==> src/rtl/cache_ctrl.sv <==
// Direct-mapped, write-through, no-write-allocate cache controller driving external tag/data storage.
// Optional feature macro: CACHE_STATS_EN adds saturating hit_cnt/miss_cnt outputs.
module cache_ctrl #(
  parameter int DATA_W  = 32,
  parameter int INDEX_W = 5,
  parameter int TAG_W   = 6,
  localparam int ADDR_W = TAG_W + INDEX_W + 3
) (
  input  logic               clk,
  input  logic               rst,
  input  logic               cpu_req,
  input  logic               cpu_we,
  input  logic [ADDR_W-1:0]  cpu_addr,
  input  logic [DATA_W-1:0]  cpu_wdata,
  output logic               cpu_ready,
  output logic [DATA_W-1:0]  cpu_rdata,
  output logic               mem_req,
  output logic               mem_we,
  output logic [ADDR_W-1:0]  mem_addr,
  output logic [DATA_W-1:0]  mem_wdata,
  input  logic [DATA_W-1:0]  mem_rdata,
  input  logic               mem_ack,
  output logic [INDEX_W-1:0] cs_index,
  output logic [2:0]         cs_word,
  output logic               cs_we_data,
  output logic               cs_we_tag,
  output logic [TAG_W-1:0]   cs_tag,
  output logic [DATA_W-1:0]  cs_data,
  input  logic [TAG_W-1:0]   cs_tag_in,
  input  logic               cs_valid_in,
  input  logic [DATA_W-1:0]  cs_data_in,
`ifdef CACHE_STATS_EN
  output logic [15:0]        hit_cnt,
  output logic [15:0]        miss_cnt,
`endif
  output logic [2:0]         dbg_state_o
);

  // Handshakes: cpu_req is sampled only in IDLE and cpu_ready is a one-cycle completion
  // pulse; mem_req/mem_we/mem_addr/mem_wdata hold stable until a cycle with mem_ack=1,
  // and mem_ack is ignored whenever mem_req=0.
  typedef enum logic [2:0] {
    IDLE      = 3'd0,
    LOOKUP    = 3'd1,
    REFILL    = 3'd2,
    WRITE_MEM = 3'd3,
    RESP      = 3'd4
  } state_e;

  state_e              state_q, state_d;
  logic [2:0]          beat_q, beat_d;
  logic [DATA_W-1:0]   rdata_q, rdata_d;
  logic                we_q, we_d;
  logic [ADDR_W-1:0]   addr_q, addr_d;
  logic [DATA_W-1:0]   wdata_q, wdata_d;

  logic [TAG_W-1:0]    tag_l;
  logic [INDEX_W-1:0]  idx_l;
  logic [2:0]          word_l;
  logic                hit;

  assign tag_l  = addr_q[ADDR_W-1 -: TAG_W];
  assign idx_l  = addr_q[3 +: INDEX_W];
  assign word_l = addr_q[2:0];
  assign hit    = cs_valid_in && (cs_tag_in == tag_l);

  assign cs_index    = idx_l;
  assign cs_tag      = tag_l;
  assign cpu_rdata   = rdata_q;
  assign dbg_state_o = state_q;

  always_ff @(posedge clk) begin
    if (rst) begin
      state_q <= IDLE;
      beat_q  <= '0;
      rdata_q <= '0;
      we_q    <= 1'b0;
      addr_q  <= '0;
      wdata_q <= '0;
    end else begin
      state_q <= state_d;
      beat_q  <= beat_d;
      rdata_q <= rdata_d;
      we_q    <= we_d;
      addr_q  <= addr_d;
      wdata_q <= wdata_d;
    end
  end

  always_comb begin
    state_d    = state_q;
    beat_d     = beat_q;
    rdata_d    = rdata_q;
    we_d       = we_q;
    addr_d     = addr_q;
    wdata_d    = wdata_q;
    cpu_ready  = 1'b0;
    mem_req    = 1'b0;
    mem_we     = 1'b0;
    mem_addr   = '0;
    mem_wdata  = '0;
    cs_word    = word_l;
    cs_we_data = 1'b0;
    cs_we_tag  = 1'b0;
    cs_data    = wdata_q;
    case (state_q)
      IDLE: begin
        if (cpu_req) begin
          we_d    = cpu_we;
          addr_d  = cpu_addr;
          wdata_d = cpu_wdata;
          state_d = LOOKUP;
        end
      end
      LOOKUP: begin
        if (we_q) begin
          cs_we_data = hit;
          state_d    = WRITE_MEM;
        end else if (hit) begin
          rdata_d = cs_data_in;
          state_d = RESP;
        end else begin
          beat_d  = 3'd0;
          state_d = REFILL;
        end
      end
      REFILL: begin
        mem_req  = 1'b1;
        mem_addr = {tag_l, idx_l, beat_q};
        cs_word  = beat_q;
        cs_data  = mem_rdata;
        if (mem_ack) begin
          cs_we_data = 1'b1;
          if (beat_q == word_l) rdata_d = mem_rdata;
          beat_d = beat_q + 3'd1;
          // The tag (and with it the valid bit) is written only with the last beat.
          if (beat_q == 3'd7) begin
            cs_we_tag = 1'b1;
            state_d   = RESP;
          end
        end
      end
      WRITE_MEM: begin
        mem_req   = 1'b1;
        mem_we    = 1'b1;
        mem_addr  = addr_q;
        mem_wdata = wdata_q;
        if (mem_ack) state_d = RESP;
      end
      RESP: begin
        cpu_ready = 1'b1;
        state_d   = IDLE;
      end
      default: state_d = IDLE;
    endcase
    // An aborting reset must not commit a beat or validate a half-filled line.
    if (rst) begin
      cs_we_data = 1'b0;
      cs_we_tag  = 1'b0;
    end
  end

`ifdef CACHE_STATS_EN
  logic [15:0] hit_cnt_q, miss_cnt_q;

  always_ff @(posedge clk) begin
    if (rst) begin
      hit_cnt_q  <= '0;
      miss_cnt_q <= '0;
    end else if (state_q == LOOKUP) begin
      if (hit && hit_cnt_q != 16'hFFFF) hit_cnt_q <= hit_cnt_q + 16'd1;
      if (!hit && miss_cnt_q != 16'hFFFF) miss_cnt_q <= miss_cnt_q + 16'd1;
    end
  end

  assign hit_cnt  = hit_cnt_q;
  assign miss_cnt = miss_cnt_q;
`endif

endmodule

==> config.mk <==
export PLATFORM = sky130hd
export DESIGN_NAME = cache_ctrl
export DESIGN_NICKNAME = d
export VERILOG_FILES = /design/src/rtl/cache_ctrl.sv
export SDC_FILE = /design/constraint.sdc
export NUM_CORES = 1
export LEC_CHECK = 0
export BUFFER_PORTS_ARGS = -buffer_cell sky130_fd_sc_hd__buf_2
export CAP_MARGIN = 20
export CORE_MARGIN = 3
export CORE_UTILIZATION = 45
export CTS_CLUSTER_SIZE = 20
export DETAILED_ROUTE_END_ITERATION = 6
export PLACE_DENSITY_LB_ADDON = 0.25
export SLEW_MARGIN = 30
export SYNTH_ARGS = -nofsm -noshare
export SYNTH_HDL_FRONTEND = slang
export SYNTH_SLANG_ARGS = --single-unit
==> constraint.sdc <==
create_clock -name clk -period 2.1 [get_ports clk]
set_clock_uncertainty 0.15 [all_clocks]
set_input_delay 0.105 -clock clk [delete_from_list [all_inputs] [get_ports clk]]
set_output_delay 0.105 -clock clk [all_outputs]
set_load 0.02 [all_outputs]
==> results of run 1 <==
## per-layer routing
metal / vias to the layer above / global-route usage [%] / wire length (um)
met2: 351 / 54.6 / 9720
met4: 0 / 17.0 / 938
met3: 85 / 6.60 / 1740
met1: 2712 / 34.0 / 7220
met5: - / 0 / 0
li1: 2646 / - / -
## worst max-delay path, cell delays in order (launching register included)
cell and delay [ns]:
dfxtp_2 0.33, buf_6 0.11, nand2b_4 0.15, nor2_4 0.19
buf_12 0.14, buf_8 0.13, mux2_2 0.35, buf_6 0.13
## cell type report
cell class | instances | area (um^2) | share of cell area, %
Sequential cell | 85 | 1700 | 21.9
Clock inverter | 6 | 134 | 1.72
Tap cell | 133 | 166 | 2.14
Multi-Input combinational cell | 405 | 2590 | 33.4
Timing Repair Buffer | 388 | 2900 | 37.3
Clock buffer | 10 | 138 | 1.77
Inverter | 37 | 143 | 1.84
## registers in the layout, summed over array words and instances, names as in the netlist
name         cells
cpu_rdata       32
addr_q          14
we_q             1
wdata_q         32
beat_q           3
dbg_state_o      3
## worst min-delay path by stage
stage,end,slack (ns),cells after the start
after floorplan,wdata_q[0],0.09,2
after global placement,addr_q[2],0.20,3
after detailed placement,wdata_q[18],0.20,3
after CTS,cpu_rdata[6],0.0006,5
after global routing,cpu_rdata[7],0.04,5
final,cpu_rdata[29],0.01,5
## metrics by stage
step,hold slack (ns),util [%],area (um^2)
after floorplan,0.0910,-,4650
after global placement,0.197,60.1,5950
after detailed placement,0.203,60.1,5950
after CTS,0.000587,74.6,7390
after global routing,0.0374,78.4,7770
final,0.00962,78.4,7770
## cell families (layout without fill, tap and decap cells)
kind of cell / after synthesis / count (layout) / share of synthesized area, %
AND/OR/NAND/NOR: 200 / 200 / 20.3
AO/OA/AOI/OAI: 154 / 154 / 21.3
XOR/XNOR: 9 / 9 / 1.70
flip-flops: 85 / 85 / 36.6
buffers and inverters: 92 / 441 / 9.98
adder cells (fa/ha/maj): 2 / 2 / 0.538
multiplexers: 40 / 40 / 9.58
## where the power goes
| part | internal, mW | total (mW) | switching (mW) | leakage, nW |
|---|---|---|---|---|
| logic | 2.36 | 5.44 | 3.08 | 3.09 |
| registers | 2.10 | 2.46 | 0.356 | 0.698 |
| clock network | 0.944 | 1.55 | 0.610 | 0.136 |
## cell usage after synthesis (all sizes together)
cell type,count,area (um^2)
nand2,129,484
dfxtp,85,1700
a21oi,81,405
inv,37,139
mux2,36,405
o21ai,35,258
buf,34,246
and3,32,200
o2bb2ai,32,280
clkbuf,21,78.8
and2,13,81.3
nor2,11,43.8
xnor2,9,78.8
mux2i,4,40.0
nand4,3,33.8
a22o,2,17.5
ha,2,25.0
nand2b,2,20.0
nor2b,2,12.5
nor3,2,10.0
nor3b,2,26.3
a221oi,1,8.76
a31oi,1,6.26
and2b,1,7.51
and4bb,1,12.5
nand3,1,5.00
nor4,1,6.26
o211ai,1,7.51
o21a,1,7.51
## timing repair
| action | in CTS | in global routing |
|---|---|---|
| hold buffers | 100 | 0 |
| resized for setup | 30 | 73 |
| endpoints found under the hold margin | 80 | 0 |
| setup buffers | 4 | 8 |
| cloned | 1 | 4 |
| endpoints found under the setup margin | 36 | 59 |
| pin swaps | 1 | 2 |
## placed cells by master, fill, tap and decap left out, types with 11 or more instances in the layout
master,count
dlygate4sd3_1,100
and2_1,12
a21oi_1,81
buf_4,19
o21ai_1,11
buf_2,223
and3_1,32
o2bb2ai_1,32
nand2_1,128
buf_6,32
o21ai_2,21
inv_1,36
mux2_2,11
mux2_4,25
dfxtp_1,84
==> impl_metrics.env, run 1 <==
export IMPL_status="finished with violations"
export IMPL_violations="setup timing"
export IMPL_irDropWorstVdd_mv=0.670
export IMPL_setup_violations=19
export IMPL_endpoint_kind="output pin"
export IMPL_ys_warnings_count=0
export IMPL_slew_violations=0
export IMPL_cts_root_buf="clkbuf_8"
export IMPL_vias=5794
export IMPL_gp_congestion=0.792
export IMPL_hold_path_class="in -> reg"
export IMPL_syn_num_nets=706
export IMPL_antenna_found_initial=0
export IMPL_start_util_pct=46.9
export IMPL_chipHeight_um=108
export IMPL_layout_drive_gt1_share_pct=39.8
export IMPL_num_antenna_cells=0
export IMPL_finalCriticalPeriod_ns=2.14
export IMPL_syn_cell_area_um2=4650
export IMPL_cts_htree_levels=3
export IMPL_worstSkewPairLatency_ns=0.35
export IMPL_r2r_setup_slack_ns=0.10
export IMPL_power_total_mw=9.45
export IMPL_grt_overflow_total=0
export IMPL_die_area_um2=11600
export IMPL_syn_avg_cell_area_um2=7.99
export IMPL_hold_start="cs_data_in[29]"
export IMPL_cp_start_kind="flop"
export IMPL_clock_sinks=85
export IMPL_grt_pass1_vias=5789
export IMPL_r2r_start="dbg_state_o[1]"
export IMPL_ys_ff_latch=85
export IMPL_drv_cap=0
export IMPL_detailed_place_hpwl_um=11500
export IMPL_cts_buffer_depth=2
export IMPL_synth_distinct_cells=37
export IMPL_grt_usage_pct=30.8
export IMPL_fin_ws_ns=-0.0373
export IMPL_hold_viol_final=0
export IMPL_dpl_worst_slack_ns=0.162
export IMPL_critPathLaunch="dbg_state_o[2]"
export IMPL_die_x_um=108
export IMPL_ant_nets=0
export IMPL_core_um2=9910
export IMPL_fmax_mhz=468
export IMPL_synth_seq_area_share_pct=36.6
export IMPL_r2r_end="cpu_rdata[27]"
export IMPL_crit_type="reg -> out"
export IMPL_p_leak_nw=3.92
export IMPL_worst_pin_slew_ns=0.864
export IMPL_grt_pass1_wl_um=28300
export IMPL_cts_made_buffers=9
export IMPL_io_pins=254
export IMPL_syn2layout_area_growth_pct=67.2
export IMPL_rsz0062_at_grt="yes"
export IMPL_required_ns=1.85
export IMPL_critPathMaxFanout=5
export IMPL_netlist_instances=582
export IMPL_vias_per_cell=5.45
export IMPL_drc=0
export IMPL_worstPathArrival_ns=1.88
export IMPL_clk_pin_slew_ns=0.09
export IMPL_maxSlewHeadroom_pct=42.2
export IMPL_dr_pass1_iters=5
export IMPL_drt_wl_total_um=19600
export IMPL_grt_max_degree=42
export IMPL_fillCellCount=690
export IMPL_crit_end="cs_data[15]"
export IMPL_fin_nets=1050
export IMPL_rr_worst_depth=7
export IMPL_period_share_pct=102
export IMPL_rows=36
export IMPL_dp_cells=932
export IMPL_final_cells=1064
export IMPL_setup_tns_ns=-0.476
export IMPL_power_density_nw_per_um2=1220
export IMPL_cts_tree="done"
export IMPL_wire_per_inst_um=18.4
export IMPL_first_iter_violations=419
export IMPL_portBuffers=253
Power figures use the tool's default switching activity.
==> inputs of run 2 (changes only) <==
--- a/config.mk
+++ b/config.mk
@@ -11,7 +11,7 @@
 export CORE_UTILIZATION = 45
 export CTS_CLUSTER_SIZE = 20
 export DETAILED_ROUTE_END_ITERATION = 6
-export PLACE_DENSITY_LB_ADDON = 0.25
+export PLACE_DENSITY = 0.8
 export SLEW_MARGIN = 30
 export SYNTH_ARGS = -nofsm -noshare
 export SYNTH_HDL_FRONTEND = slang
==> run 2 against run 1 <==
Net effect: the run ends with DRC, setup timing left; count of clock-buffer cells in the layout up 1; via count up 0.54%; global-route usage up 1.9 points; sequential share of layout area up 0.53 points; highest routed layer unchanged.
==> impl_metrics.env, run 2 (same netlist as run 1, synthesis figures left out) <==
export IMPL_final_util_pct=76.8
export IMPL_p_seq_share_pct=27.3
export IMPL_die_x_um=108
export IMPL_fillCellCount=646
export IMPL_critPathMaxFanout=17
export IMPL_hold_start="cs_data_in[29]"
export IMPL_core_um2=9910
export IMPL_p_sw_share_pct=44.1
export IMPL_required_ns=1.85
export IMPL_clk_pin_slew_ns=0.09
export IMPL_period_share_pct=101
export IMPL_fmax_mhz=470
export IMPL_rows=36
export IMPL_chipHeight_um=108
export IMPL_dp_cells=933
export IMPL_rr_worst_depth=8
export IMPL_clkPwrFrac_pct=15.0
export IMPL_crit_type="reg -> out"
export IMPL_wire_per_inst_um=18.4
export IMPL_setup_violations=10
export IMPL_drv_cap=0
export IMPL_clock_sinks=85
export IMPL_worstSkewPairLatency_ns=0.35
export IMPL_r2r_setup_slack_ns=0.18
export IMPL_worstPathArrival_ns=1.87
export IMPL_violations="DRC, setup timing"
export IMPL_dr_pass1_iters=7
export IMPL_min_to="cpu_rdata[29]"
export IMPL_grt_max_degree=42
export IMPL_first_iter_violations=485
export IMPL_grt_pass1_vias=5923
export IMPL_worst_pin_slew_ns=0.348
export IMPL_switchingPower_mw=3.98
export IMPL_pwr_share_comb_pct=57.8
export IMPL_power_density_nw_per_um2=1180
export IMPL_drt_wl_total_um=19600
export IMPL_hold_depth=5
export IMPL_p_leak_nw=3.87
export IMPL_syn2layout_area_growth_pct=63.6
export IMPL_detailed_place_hpwl_um=11300
export IMPL_hold_viol_final=0
export IMPL_die_area_um2=11600
export IMPL_final_cells=1064
export IMPL_cts_made_buffers=9
export IMPL_cts_root_buf="clkbuf_8"
export IMPL_cp_start_kind="flop"
export IMPL_cts_tree="done"
export IMPL_portBuffers=253
export IMPL_io_pins=254
export IMPL_r2r_start="dbg_state_o[1]"
export IMPL_vias_per_cell=5.47
export IMPL_antenna_found_initial=1
export IMPL_cts_htree_levels=3
export IMPL_hold_path_class="in -> reg"
export IMPL_drc=6
export IMPL_endpoint_kind="output pin"
export IMPL_slew_violations=0
export IMPL_maxSlewHeadroom_pct=76.8
export IMPL_layout_drive_gt1_share_pct=39.9
export IMPL_r2r_end="cpu_rdata[0]"
export IMPL_fin_ws_ns=-0.0265
export IMPL_grt_overflow_total=0
export IMPL_grt_usage_pct=32.7
export IMPL_rsz0062_at_grt="yes"
export IMPL_setup_tns_ns=-0.181
export IMPL_regArea_um2=1710
export IMPL_critPathLaunch="dbg_state_o[0]"
export IMPL_multi_input_area_um2=2570
export IMPL_p_int_mw=5.03
export IMPL_cts_buffer_depth=2
export IMPL_final_cell_mix="buf_2 (229), nand2_1 (128), dlygate4sd3_1 (101)"
export IMPL_vias=5825
export IMPL_finalCriticalPeriod_ns=2.13
export IMPL_final_common_cell="buf_2"
export IMPL_fin_nets=1048
export IMPL_status="finished with violations"
export IMPL_power_total_mw=9.01
export IMPL_start_util_pct=46.9
export IMPL_ant_nets=0
export IMPL_gp_congestion=0.857
export IMPL_irDropWorstVdd_mv=0.633
export IMPL_grt_pass1_wl_um=29900
-- run 2: changes by cell type in the layout (fill, tap and decap cells not counted), moves of 3 or more --
cell / change
buf_8: -4
buf_2: +6
mux2_4: -8
buf_6: -8
clkbuf_16: -3
mux2_2: +8
buf_16: +3
buf_4: +5
-- run 2: what timing repair did --
item,CTS,global route
cloned,4,0
hold buffers,101,0
gates resized for setup,64,11
endpoints found under the hold margin,80,0
setup endpoints to repair,35,46
setup buffers,9,0
pin swaps,1,1
-- run 2: layout make-up --
class,count,share of cell area (%)
well taps,133,2.19
diodes,2,0.0658
inverters,37,1.83
repair buffers,386,36.7
multi-input cells,405,33.7
flip-flops and latches,85,22.4
clock inverters,5,1.09
clock buffers,11,1.99
-- run 2: worst max-delay path by stage --
| stage | endpoint | slack, ns | depth (start not counted) |
|---|---|---|---|
| after floorplan | cs_data[10] | 0.23 | 5 |
| after global placement | wdata_q[27] | 0.30 | 6 |
| after detailed placement | cs_data[17] | 0.25 | 6 |
| after CTS | cs_data[29] | -0.05 | 8 |
| after global routing | cs_data[21] | -0.09 | 8 |
| final | cs_data[29] | -0.03 | 7 |
-- run 2: power by group through the flow --
stage	logic, mW	registers [mW]	clock network [mW]
after floorplan	2.58	2.75	0
after global routing	5.52	2.50	1.42
final	5.20	2.46	1.35
after CTS	5.09	2.43	1.37
after global placement	4.12	2.44	0
after detailed placement	4.24	2.46	0
-- run 2: worst max-delay path: stages, from the launching register on --
cell and delay [ns]:
dfxtp_1 0.40, buf_6 0.21, nor2_4 0.07, buf_6 0.12, buf_12 0.12, buf_16 0.14
mux2_4 0.31, buf_6 0.13
-- run 2: per-stage QoR --
step	setup WS [ns]	hold slack (ns)	instance area, um^2
after global placement	0.303	0.196	5970
after floorplan	0.228	0.0910	4650
after detailed placement	0.249	0.201	5970
final	-0.0265	0.0165	7610
after global routing	-0.0853	0.0347	7600
after CTS	-0.0547	0.00277	7600
-- run 2: per-layer routing --
layer	track usage [%]	share of wire [%]	vias up
met5	0	0	-
li1	-	-	2652
met4	20.2	4.7	0
met1	37.4	36	2677
met3	6.12	9.2	83
met2	56.0	50	413
